`src/rtl/uart_pkg.sv`:
```
// Shared types and constants for the oversampled UART blocks.
// The default DATA_BITS/OVS_DIV here are used by the receiver top.
package uart_pkg;

   typedef enum logic [1:0] {
      IDLE  = 2'd0,
      START = 2'd1,
      DATA  = 2'd2,
      STOP  = 2'd3
   } uart_state_e;

   localparam int OVS           = 16;
   localparam int SMP_FIRST     = 7;
   localparam int SMP_VOTE      = 9;
   localparam int BIT_END       = 15;

   localparam int OVS_DIV_DEF   = 651;
   localparam int DATA_BITS_DEF = 8;

   function automatic logic maj3(input logic [2:0] s);
      return (s[0] & s[1]) | (s[0] & s[2]) | (s[1] & s[2]);
   endfunction

endpackage

```
`src/rtl/uart_baud_tick.sv`:
```
// Oversample tick generator: one-cycle pulse every OVS_DIV clocks while enabled.
// Held at zero when disabled so the first tick lands a full period after enable.
module uart_baud_tick
   import uart_pkg::*;
#(
   parameter int OVS_DIV = OVS_DIV_DEF
) (
   input  logic clk,
   input  logic reset,
   input  logic en,
   output logic tick
);

   localparam int CW = (OVS_DIV > 2) ? $clog2(OVS_DIV) : 1;
   localparam logic [CW-1:0] LAST = CW'(OVS_DIV - 1);

   logic [CW-1:0] r_cnt;
   logic          w_last;

   assign w_last = (r_cnt == LAST);
   assign tick   = en & w_last;

   always_ff @(posedge clk or negedge reset) begin
      if (!reset) begin
         r_cnt <= '0;
      end else if (!en || w_last) begin
         r_cnt <= '0;
      end else begin
         r_cnt <= r_cnt + 1'b1;
      end
   end

endmodule

```
`src/rtl/uart_rx_oversample.sv`:
```
// 16x-oversampling UART receiver with majority vote and a single-entry hold register.
//   state | meaning
//   IDLE  | line idle, waiting for a low level on the synchronized input
//   START | inside start bit; a high vote at mid-bit is treated as a glitch
//   DATA  | shifting DATA_BITS data bits, LSB first
//   STOP  | waiting for mid-stop-bit vote, then back to IDLE
module uart_rx_oversample
   import uart_pkg::*;
#(
   parameter int OVS_DIV   = OVS_DIV_DEF,
   parameter int DATA_BITS = DATA_BITS_DEF
) (
   input  logic       clk,
   input  logic       reset,
   input  logic       rx,
   input  logic       rx_ack,
   input  logic       err_clr,
   output logic [7:0] rx_data,
   output logic       rx_valid,
   output logic       rx_overrun,
   output logic       rx_frame_err,
   output logic       rx_busy
);

   localparam int SC_W = $clog2(OVS);
   localparam logic [SC_W-1:0] SC_S0   = SC_W'(SMP_FIRST);
   localparam logic [SC_W-1:0] SC_S1   = SC_W'(SMP_FIRST + 1);
   localparam logic [SC_W-1:0] SC_VOTE = SC_W'(SMP_VOTE);
   localparam logic [SC_W-1:0] SC_END  = SC_W'(BIT_END);
   localparam logic [2:0]      LAST_BIT = 3'(DATA_BITS - 1);

   uart_state_e     r_state;
   uart_state_e     w_state_nxt;

   logic            r_sync1;
   logic            r_sync2;
   logic            w_rs;
   logic            w_tick;
   logic            w_vote;

   logic [SC_W-1:0] r_sc;
   logic [1:0]      r_smp;
   logic [2:0]      r_bit_idx;
   logic [7:0]      r_shift;

   logic            w_start;
   logic            w_bit_wr;
   logic            w_bit_next;
   logic            w_good;
   logic            w_bad;

   logic            r_good;
   logic            r_bad;
   logic [7:0]      r_data;
   logic            r_valid;
   logic            r_ovr;
   logic            r_ferr;
   logic            r_busy;
   logic            w_ovr_set;

   always_ff @(posedge clk or negedge reset) begin
      if (!reset) begin
         r_sync1 <= 1'b1;
         r_sync2 <= 1'b1;
      end else begin
         r_sync1 <= rx;
         r_sync2 <= r_sync1;
      end
   end

   assign w_rs = r_sync2;

   uart_baud_tick #(
      .OVS_DIV (OVS_DIV)
   ) u_baud_tick (
      .clk   (clk),
      .reset (reset),
      .en    (r_state != IDLE),
      .tick  (w_tick)
   );

   // Third sample is the live input at the vote tick, so no extra storage.
   assign w_vote = maj3({w_rs, r_smp});

   always_ff @(posedge clk or negedge reset) begin
      if (!reset) begin
         r_state <= IDLE;
      end else begin
         r_state <= w_state_nxt;
      end
   end

   always_comb begin
      w_state_nxt = r_state;
      w_start     = 1'b0;
      w_bit_wr    = 1'b0;
      w_bit_next  = 1'b0;
      w_good      = 1'b0;
      w_bad       = 1'b0;
      case (r_state)
         IDLE: begin
            if (!w_rs) begin
               w_state_nxt = START;
               w_start     = 1'b1;
            end
         end
         START: begin
            if (w_tick) begin
               if (r_sc == SC_VOTE && w_vote) begin
                  w_state_nxt = IDLE;
               end else if (r_sc == SC_END) begin
                  w_state_nxt = DATA;
               end
            end
         end
         DATA: begin
            if (w_tick) begin
               if (r_sc == SC_VOTE) begin
                  w_bit_wr = 1'b1;
               end
               if (r_sc == SC_END) begin
                  if (r_bit_idx == LAST_BIT) begin
                     w_state_nxt = STOP;
                  end else begin
                     w_bit_next = 1'b1;
                  end
               end
            end
         end
         STOP: begin
            if (w_tick && r_sc == SC_VOTE) begin
               w_state_nxt = IDLE;
               w_good      = w_vote;
               w_bad       = ~w_vote;
            end
         end
         default: w_state_nxt = IDLE;
      endcase
   end

   always_ff @(posedge clk or negedge reset) begin
      if (!reset) begin
         r_sc      <= '0;
         r_smp     <= '0;
         r_bit_idx <= '0;
         r_shift   <= '0;
      end else if (w_start) begin
         r_sc      <= '0;
         r_smp     <= '0;
         r_bit_idx <= '0;
         r_shift   <= '0;
      end else begin
         if (w_tick) begin
            r_sc <= r_sc + 1'b1;
            if (r_sc == SC_S0) r_smp[0] <= w_rs;
            if (r_sc == SC_S1) r_smp[1] <= w_rs;
         end
         if (w_bit_wr)   r_shift[r_bit_idx] <= w_vote;
         if (w_bit_next) r_bit_idx <= r_bit_idx + 1'b1;
      end
   end

   assign w_ovr_set = r_good & r_valid & ~rx_ack;

   // Hold register updates one cycle after the stop vote; a set in the
   // same cycle as err_clr wins because it is assigned last.
   always_ff @(posedge clk or negedge reset) begin
      if (!reset) begin
         r_good  <= 1'b0;
         r_bad   <= 1'b0;
         r_data  <= '0;
         r_valid <= 1'b0;
         r_ovr   <= 1'b0;
         r_ferr  <= 1'b0;
         r_busy  <= 1'b0;
      end else begin
         r_good <= w_good;
         r_bad  <= w_bad;
         r_busy <= (w_state_nxt != IDLE);
         if (r_good) begin
            r_data  <= r_shift;
            r_valid <= 1'b1;
         end else if (rx_ack) begin
            r_valid <= 1'b0;
         end
         if (err_clr) begin
            r_ovr  <= 1'b0;
            r_ferr <= 1'b0;
         end
         if (w_ovr_set) r_ovr  <= 1'b1;
         if (r_bad)     r_ferr <= 1'b1;
      end
   end

   assign rx_data      = r_data;
   assign rx_valid     = r_valid;
   assign rx_overrun   = r_ovr;
   assign rx_frame_err = r_ferr;
   assign rx_busy      = r_busy;

endmodule
```
`config.mk`:
```
export PLATFORM = sky130hd
export DESIGN_NAME = uart_rx_oversample
export DESIGN_NICKNAME = d
export VERILOG_FILES = /design/src/rtl/uart_pkg.sv /design/src/rtl/uart_baud_tick.sv /design/src/rtl/uart_rx_oversample.sv
export SDC_FILE = /design/constraint.sdc
export NUM_CORES = 1
export LEC_CHECK = 0
export ABC_AREA = 1
export ABC_CLOCK_PERIOD_IN_PS = 3450
export CAP_MARGIN = 10
export CORE_UTILIZATION = 62
export CTS_CLUSTER_SIZE = 24
export DETAILED_ROUTE_END_ITERATION = 8
export PLACE_DENSITY_LB_ADDON = 0.1
export SYNTH_ARGS = -nofsm -noshare
export SYNTH_HDL_FRONTEND = slang
export SYNTH_HIERARCHICAL = 1
export SYNTH_SLANG_ARGS = --single-unit
```
`constraint.sdc`:
```
create_clock -name clk -period 3.45 [get_ports clk]
set_input_delay 0.345 -clock clk [delete_from_list [all_inputs] [get_ports clk]]
set_output_delay 0.345 -clock clk [all_outputs]
set_load 0.005 [all_outputs]
```
==> impl_metrics.ini <==
[status]
status = completed

[synth]
synth_top_family_by_area = simple AND/OR/NAND/NOR gates
synthesis.nets = 298
synth_area_um2 = 2290
ys_seq_area_share_pct = 49.2
synth-simple-area-share_pct = 32.4
synth_cell_types = 31
synth_fa_ha_area_share_pct = 3.82
synth_compound_area_share_pct = 5.29
synthMuxAreaShare_pct = 0
synth_xor_xnor_area_share_pct = 1.53
synthCells = 286
avgSynthCellArea_um2 = 8.02
ys_warn_count = 6
synth-seq-cells = 45

[sta]
fin_crit_sh_pct = 66.6
period_needed_ps = 2300
hold_violations = 0
worstMarginPinSlew_ps = 950
clock_skew_ps = 11.3
timing.fmax_mhz = 435
finalSetupTns_ps = 0
setup_violations = 0
rsz0062_at_grt = false
finalMaxSlewViolations = 0
max-slew-margin-rel_pct = 36.6

[routing]
num_vias = 1781
ant_nets = 0
routed_wl_mm = 4.08
highest_layer = met4
dr_wl_met2_mm = 1.83
wl_per_cell_um = 11.6
met3_length_um = 144
drc = 0
drt_iter0_markers = 114
wl_met1_mm = 2.02
via_per_inst = 5.07
drt_first_pass_iters = 4

[clocking]
clk_pin_slew_ps = 90
clk_path_buf_depth = 2
postCtsSetupBuffers = 0
clk_latency_ps = 300
cts_tree = built
ctsHoldBuffers = 0
cts_root_buf = clkbuf_8
cts.sinks = 45
cts_buffers = 5
cts_resized = 0
cts.htree.levels = 2

[die]
ios = 17
placementRows = 21
die_area_um2 = 3950
die_h_um = 62.8
start_util_pct = 66.6
core_um2 = 3440
die_w_um = 62.8

[placement]
gp_congestion = 0.847
dp_hpwl_mm = 2.80
numPortBuffers = 16
place_area_um2 = 2470

[power]
power_frac_clock_pct = 46.1
intPower_mw = 0.820
power_frac_comb_pct = 1.5
p_sw_share_pct = 18.7
p_per_area_nw_per_um2 = 388
leakagePower_nw = 1.36
ir_drop_v = 0.000257
seqPwrFrac_pct = 52.5
switchingPower_mw = 0.189

[finish]
final_util_pct = 75.5
area_growth_pct = 13.4
layout.nets = 316
finish.instance_area_um2 = 2600
layout-drive-gt1-share_pct = 8.52
n_antenna_cell = 0

[critical_path]
cp_max_fo = 10
required_ps = 3640
cp-end-kind = register
start_kind = register
crit_arrival_ps = 2480
critPathKind = register to register
r2r_setup_slack_ps = 1150

[hold_path]
hold_class = input pin to asynchronous set/reset pin

[global_routing]
grt_pass1_vias = 1682
grt_max_degree = 46
grt_pass1_wl_mm = 7.20
overflow = 0
grt.total_usage_pct = 23.7
antenna_found_initial = 0

[flow_run]
maxCapViolations = 0
-- power groups by stage --
stage          logic (mW)  clock network, mW  registers, mW
2_1_floorplan     0.00120                  0          0.540
3_3_place_gp       0.0154                  0          0.540
3_5_place_dp       0.0157                  0          0.540
4_1_cts            0.0158              0.472          0.530
5_1_grt            0.0174              0.494          0.530
6_report           0.0148              0.465          0.530
-- synth_stat cells --
master | count | area, um^2
clkinv_1 | 2 | 7.51
ha_1 | 7 | 87.6
nor2_1 | 34 | 128
nand2_2 | 2 | 12.5
a21oi_1 | 6 | 30.0
o21ai_4 | 1 | 16.3
nor4_1 | 1 | 6.26
buf_4 | 1 | 7.51
nand4_4 | 1 | 21.3
nand3_2 | 1 | 10.0
nand2_1 | 94 | 353
a21o_1 | 1 | 7.51
nor2_2 | 7 | 43.8
nand2_4 | 1 | 11.3
inv_1 | 34 | 128
o21bai_1 | 2 | 15.0
o21ai_0 | 8 | 40.0
or2_0 | 1 | 6.26
o22ai_1 | 1 | 6.26
dfstp_2 | 2 | 52.6
xnor2_1 | 1 | 8.76
buf_6 | 2 | 22.5
inv_2 | 1 | 3.75
dfrtp_1 | 43 | 1080
nand3_1 | 10 | 50.1
buf_2 | 2 | 10.0
nor2_4 | 1 | 11.3
nor3_1 | 4 | 20.0
a31oi_1 | 1 | 6.26
xor2_1 | 3 | 26.3
nand4_1 | 11 | 68.8
-- final cells by class --
type / count / area, um^2
Multi-Input combinational cell: 199 / 986
Clock inverter: 3 / 65.1
Fill cell: 244 / 842
Tap cell: 46 / 57.6
Inverter: 37 / 139
Timing Repair Buffer: 16 / 155
Clock buffer: 5 / 68.8
Sequential cell: 45 / 1130
-- final timing paths --
check                                      from              endpoint  cells past startpoint
min reg2reg                             r_sync1               r_sync2                      0
min in group clk                        r_sync1               r_sync2                      0
min                                       reset  u_baud_tick/r_cnt[6]                      1
max                        u_baud_tick/r_cnt[0]               rx_busy                     13
max reg2reg                u_baud_tick/r_cnt[0]               rx_busy                     13
max in group asynchronous                 reset               r_sc[3]                      1
-- routing by layer --
metal / track usage, % / vias to the layer above
li1: - / 925
met1: 31.1 / 812
met2: 37.0 / 35
met3: 6.20 / 9
met4: 10.2 / 0
met5: 0 / -
-- kinds of logic (layout without fill, tap and decap cells) --
family          after synthesis  count (layout)
compound gates               20              20
xor+xnor                      4               4
fa+ha+maj                     7               7
buf+inv                      42              61
flops                        45              45
simple gates                168             168
-- state kept, by name (all words and copies together), names as in the netlist --
register,count
r_bad,1
r_bit_idx,3
r_good,1
r_sc,4
r_shift,8
r_smp,2
r_state,2
r_sync1,1
r_sync2,1
rx_busy,1
rx_data,8
rx_frame_err,1
rx_overrun,1
rx_valid,1
u_baud_tick/r_cnt,10
-- stage by stage --
stage	total power [mW]	hold WS, ps	worst slack [ps]	instances
3_3_place_gp	0.555	347	1280	343
2_1_floorplan	0.541	49.4	1730	286
4_1_cts	1.02	225	1180	351
5_1_grt	1.04	272	851	351
3_5_place_dp	0.556	348	1190	343
6_report	1.01	191	1150	351
-- critical path, cell delays in order (launching register included) --
cell,delay (ps)
dfrtp_1,430
inv_1,80
ha_1,140
nand2_1,50
nor2_1,90
nand3_1,100
nor2_1,550
nand2_1,170
nor2_2,180
nand2_1,90
nand2_1,70
nor2_1,40
nor2_1,120
nand3_1,80
-- layout by cell type, fill, tap and decap left out, drive strengths merged --
cell / instances
a21o: 1
a21oi: 6
a31oi: 1
buf: 1
bufinv: 2
clkbuf: 5
clkdlybuf4s50: 15
clkinv: 3
dfrtp: 43
dfstp: 2
ha: 7
inv: 35
nand2: 97
nand3: 11
nand4: 12
nor2: 42
nor3: 4
nor4: 1
o21ai: 9
o21bai: 2
o22ai: 1
or2: 1
xnor2: 1
xor2: 3
Note: power is estimated with default switching activity, not from simulation.
